### config.mk
export PLATFORM = sky130hd
export DESIGN_NAME = trap_sequencer
export DESIGN_NICKNAME = d
export VERILOG_FILES = /design/src/rtl/trap_sequencer.sv
export SDC_FILE = /design/constraint.sdc
export NUM_CORES = 1
export LEC_CHECK = 0
export ABC_AREA = 1
export BUFFER_PORTS_ARGS = -buffer_cell sky130_fd_sc_hd__buf_2
export CAP_MARGIN = 30
export CORE_MARGIN = 1.5
export CORE_UTILIZATION = 53
export CTS_CLUSTER_DIAMETER = 100
export CTS_CLUSTER_SIZE = 30
export DETAILED_ROUTE_END_ITERATION = 8
export PLACE_DENSITY = 0.83
export SLEW_MARGIN = 5
export SYNTH_ARGS = -nofsm -noshare
export SYNTH_HDL_FRONTEND = slang
export SYNTH_SLANG_ARGS = --single-unit
### constraint.sdc
create_clock -name clk -period 4.95 [get_ports clk]
set_input_delay 0.99 -clock clk [delete_from_list [all_inputs] [get_ports clk]]
set_output_delay 0.99 -clock clk [all_outputs]
set_load 0.05 [all_outputs]
### src/rtl/trap_sequencer.sv
// trap_sequencer: sequences one trap-entry (interrupt or exception) or MRET
// event at a time through drain, CSR commit and fetch redirect phases.
// Outputs are decoded from the state register and the latched event only.
// The redirect target additionally reads mtvec/mepc while in REDIRECT.

module trap_sequencer #(
  parameter int unsigned MAX_DRAIN_CYCLES = 16,
  parameter bit          VECTORED_ENABLE  = 1'b1
) (
  input  logic        clk,
  input  logic        rst,
  input  logic        exception_request,
  input  logic [31:0] exception_cause,
  input  logic [31:0] exception_program_counter,
  input  logic        interrupt_pending,
  input  logic [31:0] interrupt_program_counter,
  input  logic        machine_return_request,
  input  logic        pipeline_empty,
  input  logic [31:0] mtvec,
  input  logic [31:0] mepc,
  output logic        busy,
  output logic        fetch_stall,
  output logic        pipeline_flush,
  output logic        csr_exception_enable,
  output logic [31:0] csr_exception_cause,
  output logic [31:0] csr_exception_program_counter,
  output logic        csr_machine_return_enable,
  output logic        redirect_valid,
  output logic [31:0] redirect_pc,
  output logic        drain_timeout
);

  typedef enum logic [1:0] {
    ST_IDLE     = 2'b00,
    ST_DRAIN    = 2'b01,
    ST_COMMIT   = 2'b10,
    ST_REDIRECT = 2'b11
  } state_t;

  typedef enum logic [1:0] {
    EV_NONE = 2'b00,
    EV_INT  = 2'b01,
    EV_EXC  = 2'b10,
    EV_MRET = 2'b11
  } kind_t;

  // Counter is wide enough to hold MAX_DRAIN_CYCLES-1, the index of the last
  // permitted drain cycle; it saturates there instead of wrapping.
  localparam int unsigned     CNT_W      = $clog2(MAX_DRAIN_CYCLES + 1);
  localparam logic [CNT_W-1:0] DRAIN_LAST = CNT_W'(MAX_DRAIN_CYCLES - 1);
  localparam logic [31:0]     INT_CAUSE  = 32'h8000_0007;

  // Trap target: aligned base, plus a cause-indexed offset only for
  // interrupts in vectored mode. The add wraps modulo 2^32.
  function automatic logic [31:0] trap_target(
    input logic [31:0] tvec,
    input logic [29:0] cause_low,
    input logic        is_interrupt
  );
    logic [31:0] base;
    base = {tvec[31:2], 2'b00};
    if (VECTORED_ENABLE && is_interrupt && (tvec[1:0] == 2'b01)) begin
      trap_target = base + {cause_low, 2'b00};
    end else begin
      trap_target = base;
    end
  endfunction

  state_t            state_r;
  state_t            state_s;
  kind_t             kind_r;
  kind_t             kind_s;
  logic [31:0]       cause_r;
  logic [31:0]       cause_s;
  logic [31:0]       pc_r;
  logic [31:0]       pc_s;
  logic [CNT_W-1:0]  cnt_r;
  logic              timeout_r;
  logic              timeout_hit_s;
  logic              unused_ok_s;

  // mepc low bits are dropped by the alignment of the return target.
  assign unused_ok_s = ^mepc[1:0];

  // Next-state selection and event capture priority (interrupt > exception > mret).
  always_comb begin
    state_s       = state_r;
    kind_s        = kind_r;
    cause_s       = cause_r;
    pc_s          = pc_r;
    timeout_hit_s = 1'b0;
    case (state_r)
      ST_IDLE: begin
        if (interrupt_pending) begin
          kind_s  = EV_INT;
          cause_s = INT_CAUSE;
          pc_s    = interrupt_program_counter;
          state_s = ST_DRAIN;
        end else if (exception_request) begin
          kind_s  = EV_EXC;
          cause_s = exception_cause;
          pc_s    = exception_program_counter;
          state_s = ST_DRAIN;
        end else if (machine_return_request) begin
          kind_s  = EV_MRET;
          state_s = ST_DRAIN;
        end else begin
          state_s = ST_IDLE;
        end
      end
      ST_DRAIN: begin
        if (pipeline_empty) begin
          state_s = ST_COMMIT;
        end else if (cnt_r == DRAIN_LAST) begin
          state_s       = ST_COMMIT;
          timeout_hit_s = 1'b1;
        end else begin
          state_s = ST_DRAIN;
        end
      end
      ST_COMMIT: begin
        state_s = ST_REDIRECT;
      end
      ST_REDIRECT: begin
        state_s = ST_IDLE;
      end
      default: begin
        state_s = ST_IDLE;
      end
    endcase
  end

  // State register and latched event; reset abandons any event in flight.
  always_ff @(posedge clk) begin
    if (rst) begin
      state_r <= ST_IDLE;
      kind_r  <= EV_NONE;
      cause_r <= 32'd0;
      pc_r    <= 32'd0;
    end else begin
      state_r <= state_s;
      kind_r  <= kind_s;
      cause_r <= cause_s;
      pc_r    <= pc_s;
    end
  end

  // Drain cycle counter: zero outside DRAIN so every drain starts from 0.
  always_ff @(posedge clk) begin
    if (rst) begin
      cnt_r <= {CNT_W{1'b0}};
    end else if (state_r != ST_DRAIN) begin
      cnt_r <= {CNT_W{1'b0}};
    end else if (cnt_r != DRAIN_LAST) begin
      cnt_r <= cnt_r + {{(CNT_W-1){1'b0}}, 1'b1};
    end else begin
      cnt_r <= cnt_r;
    end
  end

  // Sticky drain timeout flag, cleared only by reset.
  always_ff @(posedge clk) begin
    if (rst) begin
      timeout_r <= 1'b0;
    end else if (timeout_hit_s) begin
      timeout_r <= 1'b1;
    end else begin
      timeout_r <= timeout_r;
    end
  end

  // Output decode from the state register and the latched event.
  always_comb begin
    busy                          = 1'b0;
    fetch_stall                   = 1'b0;
    pipeline_flush                = 1'b0;
    csr_exception_enable          = 1'b0;
    csr_exception_cause           = 32'd0;
    csr_exception_program_counter = 32'd0;
    csr_machine_return_enable     = 1'b0;
    redirect_valid                = 1'b0;
    redirect_pc                   = 32'd0;
    case (state_r)
      ST_IDLE: begin
        busy = 1'b0;
      end
      ST_DRAIN: begin
        busy           = 1'b1;
        fetch_stall    = 1'b1;
        pipeline_flush = (cnt_r == {CNT_W{1'b0}});
      end
      ST_COMMIT: begin
        busy        = 1'b1;
        fetch_stall = 1'b1;
        if (kind_r == EV_MRET) begin
          csr_machine_return_enable = 1'b1;
        end else if (kind_r != EV_NONE) begin
          csr_exception_enable          = 1'b1;
          csr_exception_cause           = cause_r;
          csr_exception_program_counter = pc_r;
        end else begin
          csr_exception_enable = 1'b0;
        end
      end
      ST_REDIRECT: begin
        busy           = 1'b1;
        fetch_stall    = 1'b1;
        redirect_valid = 1'b1;
        if (kind_r == EV_MRET) begin
          redirect_pc = {mepc[31:2], 2'b00};
        end else begin
          redirect_pc = trap_target(mtvec, cause_r[29:0], kind_r == EV_INT);
        end
      end
      default: begin
        busy = 1'b0;
      end
    endcase
  end

  assign drain_timeout = timeout_r;

endmodule

==> results.txt, run 1 <==
----------------------------------------------------
[Pwr]
  Share of total power in the clock network ... 0.303
  Logic gate share of total power ... 0.331
  Switching component of the power ... 0.6786 mW
  Fraction of power consumed by sequential logic ... 0.365
  Largest voltage drop on the vdd net ... 0.3036 mV
  Internal Power ... 1.224 mW
  Leakage power ... 4.247 nW
  Switch share ... 0.3567
  Power density relative to cell area ... 238.3 nW/um^2

[Critical path]
  Crit path required time ... 3.96 ns
  Largest driver fanout on the critical path ... 4
  Slowest cell delay on critical path ... 0.40 ns
  CP Cell Sequence ... buf_2 -> ha_1 -> inv_1 -> fa_1 -> inv_1 -> nand3_1 -> nand3_1 -> nand2_1 -> nand2_1 -> nand2_1 -> nand4_1 -> nand3_1 -> a21oi_1 -> buf_2
  Critical Path End Type ... output port
  Library cell contributing the largest single delay on the critical path ... sky130_fd_sc_hd__fa_1
  Category of the critical setup timing path ... in -> out
  WP data arrival ... 3.14 ns
  Startpoint Class ... input port
  Worst R2R Path Depth ... 6

[Timing]
  Worst Tran Pin Value ... 0.8869 ns
  RSZ-0062 raised after global routing ... false
  Max Slew Vio Count ... 0
  Maximum operating frequency ... 0.2421 GHz
  Aggregate negative setup slack ... 0 ns
  Clk_skew ... 0.003162 ns
  Min Tclk post-route ... 4.130 ns
  Total of endpoints with negative setup slack in the final report ... 0
  Final hold violation count ... 0
  Max transition margin ... 0.4081
  Share of the clock period used by the worst path ... 0.8344

[Route]
  Total detailed-routing wirelength ... 21100 um
  Count of nets left with antenna violations after detail routing ... 0
  Routed vias/inst ... 5.326
  Detailed-router iteration count before antenna repair ... 5
  DRC violations left ... 0
  Per-cell routed wire length ... 14.18 um
  Via count ... 7925
  Number of DRC markers in iteration 0 ... 559

[Job]
  Maximum capacitance violations ... 0

[Global routing]
  Total congestion overflow ... 0
  Initial antenna violation count ... 3
  Global-route wire length before repair ... 33600 um
  Largest net degree at the start of global routing ... 79
  Vias in the first global route ... 7133
  GR Util All Layers ... 0.3274

[Floorplan]
  Die boundary width ... 112.8 um
  Core Footprint ... 11560 um^2
  Die boundary height ... 112.8 um
  Initial standard-cell utilization of the core ... 0.5523
  Overall die area ... 12720 um^2
  Std cell rows ... 39
  Io pins ... 269

[Synth]
  Asr flop ratio synth ... 0
  Number of cells produced by synthesis ... 1114
  Area of the mapped netlist ... 6387 um^2
  Number of synthesized flops with an enable pin ... 0
  Sequential share of the synthesized area ... 0.2319
  Avg Cell Area, Syn ... 5.734 um^2
  Count of distinct cell types in the synthesized netlist ... 38
  Predominant post-synthesis flop cell ... sky130_fd_sc_hd__dfxtp_1
  Post-synthesis sequential element count ... 74
  Number of warnings issued by yosys ... 0

[CTS]
  # H-tree levels ... 3
  Number of clock sinks ... 74
  Count of buffers added by post-CTS timing repair for setup ... 0
  Root buffer cell ... sky130_fd_sc_hd__clkbuf_16
  CTS Buffer Depth ... 2
  Cells resized by post-CTS repair ... 0
  Worst-Skew Late Latency ... 0.32 ns
  Hold buffers post-CTS ... 0
  Total CTS buffers ... 9
  Clock-pin slew reported for the worst setup and hold paths after clock tree synthesis ... 0.05 ns
  Clock tree from TritonCTS ... done

[Finish]
  Post-layout util ... 0.6905
  Share of final-layout standard cells stronger than drive strength 1 ... 0.2321
  Most frequent standard cell in the layout excluding fill and tap cells ... sky130_fd_sc_hd__nand2_1
  Total Nets Final ... 1541
  Post-route cell area ... 7985 um^2
  Signed area change from the synthesized netlist to the final layout ... 25.01%
  Commonest non-fill, non-tap cells in the layout ... sky130_fd_sc_hd__nand2_1, sky130_fd_sc_hd__buf_2, sky130_fd_sc_hd__inv_1

[Placed design]
  Half-perimeter wire length after detailed placement ... 16200 um
  Final weighted congestion in routability-driven placement ... 0.8932
  Placed cell areas ... 7690 um^2
  Number of port buffers ... 264

[Outcome]
  Run status ... finished, final reports clean

[Min path]
  Count of cells along the worst hold path ... 2
  Min-Delay Path Class ... reg -> reg

----------------------------------------------------
[routing by layer]
metal | vias up | wire length [um] | track usage
met5 | - | 26 | 0
met3 | 39 | 1460 | 0.05838
met1 | 3538 | 8731 | 0.4031
li1 | 4046 | - | -
met2 | 298 | 10340 | 0.5707
met4 | 4 | 545 | 0.1241
[logic make-up after synthesis]
| logic type | after synthesis | share of synthesized area |
|---|---|---|
| xor+xnor | 12 | 0.01645 |
| simple gates | 592 | 0.3833 |
| fa+ha+maj | 36 | 0.07169 |
| buf+inv | 176 | 0.1097 |
| other cells | 1 | 0.0005871 |
| compound gates | 223 | 0.1863 |
| flops | 74 | 0.2319 |
[sequential cells by signal (all words and copies together), names as in the netlist, named ones only]
register and count:
cause_r 32, cnt_r 5, drain_timeout 1, kind_r 2
pc_r 32, state_r 1
[worst paths after layout]
| check | from | endpoint | slack [ns] |
|---|---|---|---|
| hold / removal | cause_r[30]$_SDFFE_PP0P_ | cause_r[30]$_SDFFE_PP0P_ | 0.47 |
| setup reg to reg | flip-flop | pc_r[22]$_SDFFE_PP0P_ | 2.74 |
| hold reg to reg | cause_r[30]$_SDFFE_PP0P_ | cause_r[30]$_SDFFE_PP0P_ | 0.47 |
| setup / recovery | mtvec[2] | redirect_pc[26] | 0.82 |
[power by group through the flow]
stage                     clock (mW)  sequential (mW)  combinational, mW
final                          0.577            0.695              0.630
after global routing           0.613            0.701              0.704
after CTS                      0.586            0.693              0.618
after detailed placement           0            0.705              0.616
after global placement             0            0.704              0.608
after floorplan                    0            0.692              0.455
[cells in the mapped netlist, types with 3 or more instances]
library cell / number / area (um^2)
sky130_fd_sc_hd__nand2_1: 368 / 1381
sky130_fd_sc_hd__ha_1: 35 / 437.9
sky130_fd_sc_hd__nand2_2: 5 / 31.28
sky130_fd_sc_hd__or2_1: 3 / 18.77
sky130_fd_sc_hd__nor2_2: 8 / 50.05
sky130_fd_sc_hd__buf_4: 6 / 45.04
sky130_fd_sc_hd__nand3_1: 71 / 355.3
sky130_fd_sc_hd__inv_1: 113 / 424.2
sky130_fd_sc_hd__nor2_1: 107 / 401.6
sky130_fd_sc_hd__buf_2: 14 / 70.07
sky130_fd_sc_hd__nand4_1: 4 / 25.02
sky130_fd_sc_hd__a31oi_1: 32 / 200.2
sky130_fd_sc_hd__o21bai_1: 3 / 22.52
sky130_fd_sc_hd__xnor2_1: 7 / 61.31
sky130_fd_sc_hd__o21ai_0: 70 / 350.3
sky130_fd_sc_hd__a21oi_1: 110 / 550.5
sky130_fd_sc_hd__and2_1: 4 / 25.02
sky130_fd_sc_hd__dfxtp_1: 74 / 1481
sky130_fd_sc_hd__nand3b_1: 7 / 52.55
sky130_fd_sc_hd__nor3_1: 8 / 40.04
sky130_fd_sc_hd__clkbuf_1: 39 / 146.4
sky130_fd_sc_hd__nand3_2: 5 / 50.05
sky130_fd_sc_hd__xor2_1: 5 / 43.79
[area by class of cell]
type                    instances  area (um^2)
diodes                          1        2.502
fillers                      1113         3580
inverters                     115        431.7
clock buffers                  13        250.2
well taps                     143        178.9
flip-flops and latches         74         1481
repair buffers                274         1416
clock inverters                 3        15.01
multi-input cells             865         4209
[worst max-delay path: cells and delay by family]
family          cells  cell delay (ns)
fa+ha+maj           2             0.60
buf+inv             4             0.55
compound gates      1             0.15
simple gates        7             0.83
[metrics by stage]
stage          instances  worst slack (ns)  hold WS, ns  power, mW
5_1_grt             1487            0.7001       0.4850      2.018
3_3_place_gp        1470            0.8805       0.4499      1.311
6_report            1488            0.8197       0.4652      1.903
3_5_place_dp        1470            0.8387       0.4568      1.321
4_1_cts             1486            0.8318       0.4652      1.898
2_1_floorplan       1115            0.9100       0.4392      1.147
Note: power is estimated with default switching activity, not from simulation.
==> inputs of run 2 (changes only) <==
--- a/config.mk
+++ b/config.mk
@@ -9,11 +9,11 @@
 export BUFFER_PORTS_ARGS = -buffer_cell sky130_fd_sc_hd__buf_2
 export CAP_MARGIN = 30
 export CORE_MARGIN = 1.5
-export CORE_UTILIZATION = 53
+export CORE_UTILIZATION = 49
 export CTS_CLUSTER_DIAMETER = 100
 export CTS_CLUSTER_SIZE = 30
 export DETAILED_ROUTE_END_ITERATION = 8
-export PLACE_DENSITY = 0.83
+export PLACE_DENSITY = 0.78
 export SLEW_MARGIN = 5
 export SYNTH_ARGS = -nofsm -noshare
 export SYNTH_HDL_FRONTEND = slang
==> constraint.sdc (replaced) <==
create_clock -name clk -period 4.2 [get_ports clk]
set_input_delay 0.84 -clock clk [delete_from_list [all_inputs] [get_ports clk]]
set_output_delay 0.84 -clock clk [all_outputs]
set_load 0.05 [all_outputs]
==> run 2 against run 1 <==
  * Sequential power is 18% higher
  * First-iteration DRC count is 22% higher
  * Count of clock-buffer cells in the layout stayed put
  * Register-to-register slack worse by 0.36 ns
  * Die area is 7.9% higher
  * Setup slack worse by 0.45 ns
  * Largest power group unchanged
  * Hold slack worse by 0.0031 ns
  * Final area is 0.49% higher
  * Highest routed layer is now met4
  * Largest cell class unchanged
  * Critical path depth stayed put
==> results.txt, run 2 (same netlist as run 1, synthesis figures left out) <==
----------------------------------------------------
[Critical path]
  WP data arrival ... 2.99 ns (was 3.14 ns)
  Critical Path End Type ... output port (unchanged)
  Category of the critical setup timing path ... in -> out (unchanged)
  Source of the critical timing path ... mtvec[2] (unchanged)
  Crit path required time ... 3.36 ns (was 3.96 ns)
  Reg-to-Reg End ... pc_r[20]$_SDFFE_PP0P_ (was pc_r[22]$_SDFFE_PP0P_)
  Flop2flop setup slack ... 2.38 ns (was 2.74 ns)
  Worst R2R Path Depth ... 6 (unchanged)
  Startpoint Class ... input port (unchanged)
  Critical Path Sink ... redirect_pc[24] (was redirect_pc[26])
  Largest driver fanout on the critical path ... 4 (unchanged)

[Finish]
  Total area of multi-input combinational cells ... 4209 um^2 (unchanged)
  FILL cells ... 1334 (was 1113)
  Share of final-layout standard cells stronger than drive strength 1 ... 0.2317 (was 0.2321)
  Registers with the highest flip-flop counts ... cause_r: 32 flops, pc_r: 32 flops, cnt_r: 5 flops (unchanged)
  Most frequent standard cell in the layout excluding fill and tap cells ... sky130_fd_sc_hd__nand2_1 (unchanged)
  Signed area change from the synthesized netlist to the final layout ... 25.62% (was 25.01%)
  Area taken by flip-flops and latches ... 1481 um^2 (unchanged)
  Commonest non-fill, non-tap cells in the layout ... sky130_fd_sc_hd__nand2_1, sky130_fd_sc_hd__buf_2, sky130_fd_sc_hd__inv_1 (unchanged)
  Total Nets Final ... 1542 (was 1541)

[Pwr]
  Power density relative to cell area ... 279.5 nW/um^2 (was 238.3 nW/um^2)
  Fraction of power consumed by sequential logic ... 0.366 (was 0.365)
  Share of total power in the clock network ... 0.303 (about the same)
  Switch share ... 0.3533 (was 0.3567)
  Logic gate share of total power ... 0.331 (about the same)
  Internal Power ... 1.451 mW (was 1.224 mW)
  Leakage power ... 4.248 nW (was 4.247 nW)
  Largest voltage drop on the vdd net ... 0.2539 mV (was 0.3036 mV)
  Switching component of the power ... 0.7924 mW (was 0.6786 mW)

[Floorplan]
  Initial standard-cell utilization of the core ... 0.5041 (was 0.5523)
  Overall die area ... 13730 um^2 (was 12720 um^2)
  Io pins ... 269 (unchanged)
  Std cell rows ... 41 (was 39)
  Core Footprint ... 12670 um^2 (was 11560 um^2)
  Die boundary height ... 117.2 um (was 112.8 um)
  Die boundary width ... 117.2 um (was 112.8 um)

[Outcome]
  Run status ... finished, final reports clean (unchanged)

[Min path]
  Count of cells along the worst hold path ... 2 (unchanged)
  Min-Delay Path Class ... reg -> reg (unchanged)

[Route]
  Per-cell routed wire length ... 13.80 um (was 14.18 um)
  Total detailed-routing wirelength ... 20900 um (was 21100 um)
  Count of nets left with antenna violations after detail routing ... 0 (unchanged)
  DRC violations left ... 0 (unchanged)
  Routed vias/inst ... 5.214 (was 5.326)
  Via count ... 7899 (was 7925)
  Number of DRC markers in iteration 0 ... 682 (was 559)
  Detailed-router iteration count before antenna repair ... 5 (unchanged)

[Placed design]
  Final weighted congestion in routability-driven placement ... 0.8648 (was 0.8932)
  Half-perimeter wire length after detailed placement ... 16240 um (was 16200 um)
  Number of port buffers ... 264 (unchanged)

[CTS]
  Clock-pin slew reported for the worst setup and hold paths after clock tree synthesis ... 0.05 ns (about the same)
  # H-tree levels ... 3 (unchanged)
  Cells resized by post-CTS repair ... 0 (unchanged)
  Number of clock sinks ... 74 (unchanged)
  Worst-Skew Late Latency ... 0.32 ns (about the same)
  Hold buffers post-CTS ... 0 (unchanged)
  CTS Buffer Depth ... 2 (unchanged)
  Total CTS buffers ... 9 (unchanged)
  Count of buffers added by post-CTS timing repair for setup ... 0 (unchanged)
  Clock tree from TritonCTS ... done (unchanged)
  Root buffer cell ... sky130_fd_sc_hd__clkbuf_16 (unchanged)

[Timing]
  Hold slack ... 0.4621 ns (was 0.4652 ns)
  Total of endpoints with negative setup slack in the final report ... 0 (unchanged)
  Min Tclk post-route ... 3.825 ns
  RSZ-0062 raised after global routing ... false (unchanged)
  Max Slew Vio Count ... 0 (unchanged)
  Max transition margin ... 0.3804 (was 0.4081)
  Final hold violation count ... 0 (unchanged)
  Worst Tran Pin Value ... 0.9284 ns (was 0.8869 ns)
  Aggregate negative setup slack ... 0 ns (unchanged)
  Clk_skew ... 0.005702 ns (was 0.003162 ns)
  Maximum operating frequency ... 0.2614 GHz
  Share of the clock period used by the worst path ... 0.9108

[Global routing]
  GR Util All Layers ... 0.3015 (was 0.3274)
  Global-route wire length before repair ... 32460 um (was 33600 um)
  Largest net degree at the start of global routing ... 74 (was 79)
  Vias in the first global route ... 6785 (was 7133)
  Initial antenna violation count ... 1 (was 3)
  Total congestion overflow ... 0 (unchanged)

[Job]
  Maximum capacitance violations ... 0 (unchanged)

----------------------------------------------------
[run 2: how the worst min path moves through the flow]
stage | endpoint | from | slack [ns]
6_report | cause_r[31]$_SDFFE_PP0P_ | cause_r[31]$_SDFFE_PP0P_ | 0.46
5_1_grt | cause_r[31]$_SDFFE_PP0P_ | cause_r[31]$_SDFFE_PP0P_ | 0.48
4_1_cts | cause_r[30]$_SDFFE_PP0P_ | cause_r[30]$_SDFFE_PP0P_ | 0.46
3_5_place_dp | cause_r[30]$_SDFFE_PP0P_ | cause_r[30]$_SDFFE_PP0P_ | 0.46
3_3_place_gp | cnt_r[3]$_SDFFE_PP0N_ | cnt_r[3]$_SDFFE_PP0N_ | 0.45
2_1_floorplan | cnt_r[3]$_SDFFE_PP0N_ | cnt_r[3]$_SDFFE_PP0N_ | 0.44
[run 2: cell type report]
type                       instances  share of cell area
timing repair buffer             275              0.1775
multi-input combinational        865              0.5246
tap                              172             0.02682
inverter                         115             0.05380
antenna                            1           0.0003119
sequential                        74              0.1846
clock buffer                      13             0.03243
[run 2: power by group through the flow]
stage | logic (mW) | clock network, mW | registers [mW]
after floorplan | 0.537 | 0 | 0.815
after global placement | 0.724 | 0 | 0.829
after detailed placement | 0.736 | 0 | 0.832
after CTS | 0.739 | 0.693 | 0.819
after global routing | 0.829 | 0.731 | 0.827
final | 0.743 | 0.679 | 0.820
[run 2: per-layer routing]
layer,vias up,track usage,wire (um)
li1,4036,-,-
met1,3500,0.3873,9029
met2,330,0.5132,9956
met3,33,0.04737,1453
met4,0,0.1068,461
met5,-,0,0
[run 2: through the flow]
stage               power (mW)  worst slack, ns  instance area (um^2)    util  instances
detailed placement       1.568           0.3992                  7761  0.6125       1501
finish                   2.243           0.3746                  8024  0.6333       1515
CTS                      2.251           0.3959                  8021  0.6331       1514
global route             2.387           0.1940                  8021  0.6331       1514
global placement         1.553           0.4495                  7746  0.6113       1500
floorplan                1.352           0.4600                  6391       -       1115
[run 2: critical path: stages]
cell and delay (ns):
sky130_fd_sc_hd__buf_2 0.09, sky130_fd_sc_hd__ha_1 0.22, sky130_fd_sc_hd__inv_1 0.07, sky130_fd_sc_hd__fa_1 0.41
sky130_fd_sc_hd__inv_1 0.09, sky130_fd_sc_hd__nand3_1 0.07, sky130_fd_sc_hd__nand3_1 0.16, sky130_fd_sc_hd__nand2_1 0.07
sky130_fd_sc_hd__nand2_1 0.18, sky130_fd_sc_hd__nand2_1 0.10, sky130_fd_sc_hd__nand4_1 0.10, sky130_fd_sc_hd__nand3_1 0.15
sky130_fd_sc_hd__a21oi_1 0.16, sky130_fd_sc_hd__buf_2 0.28
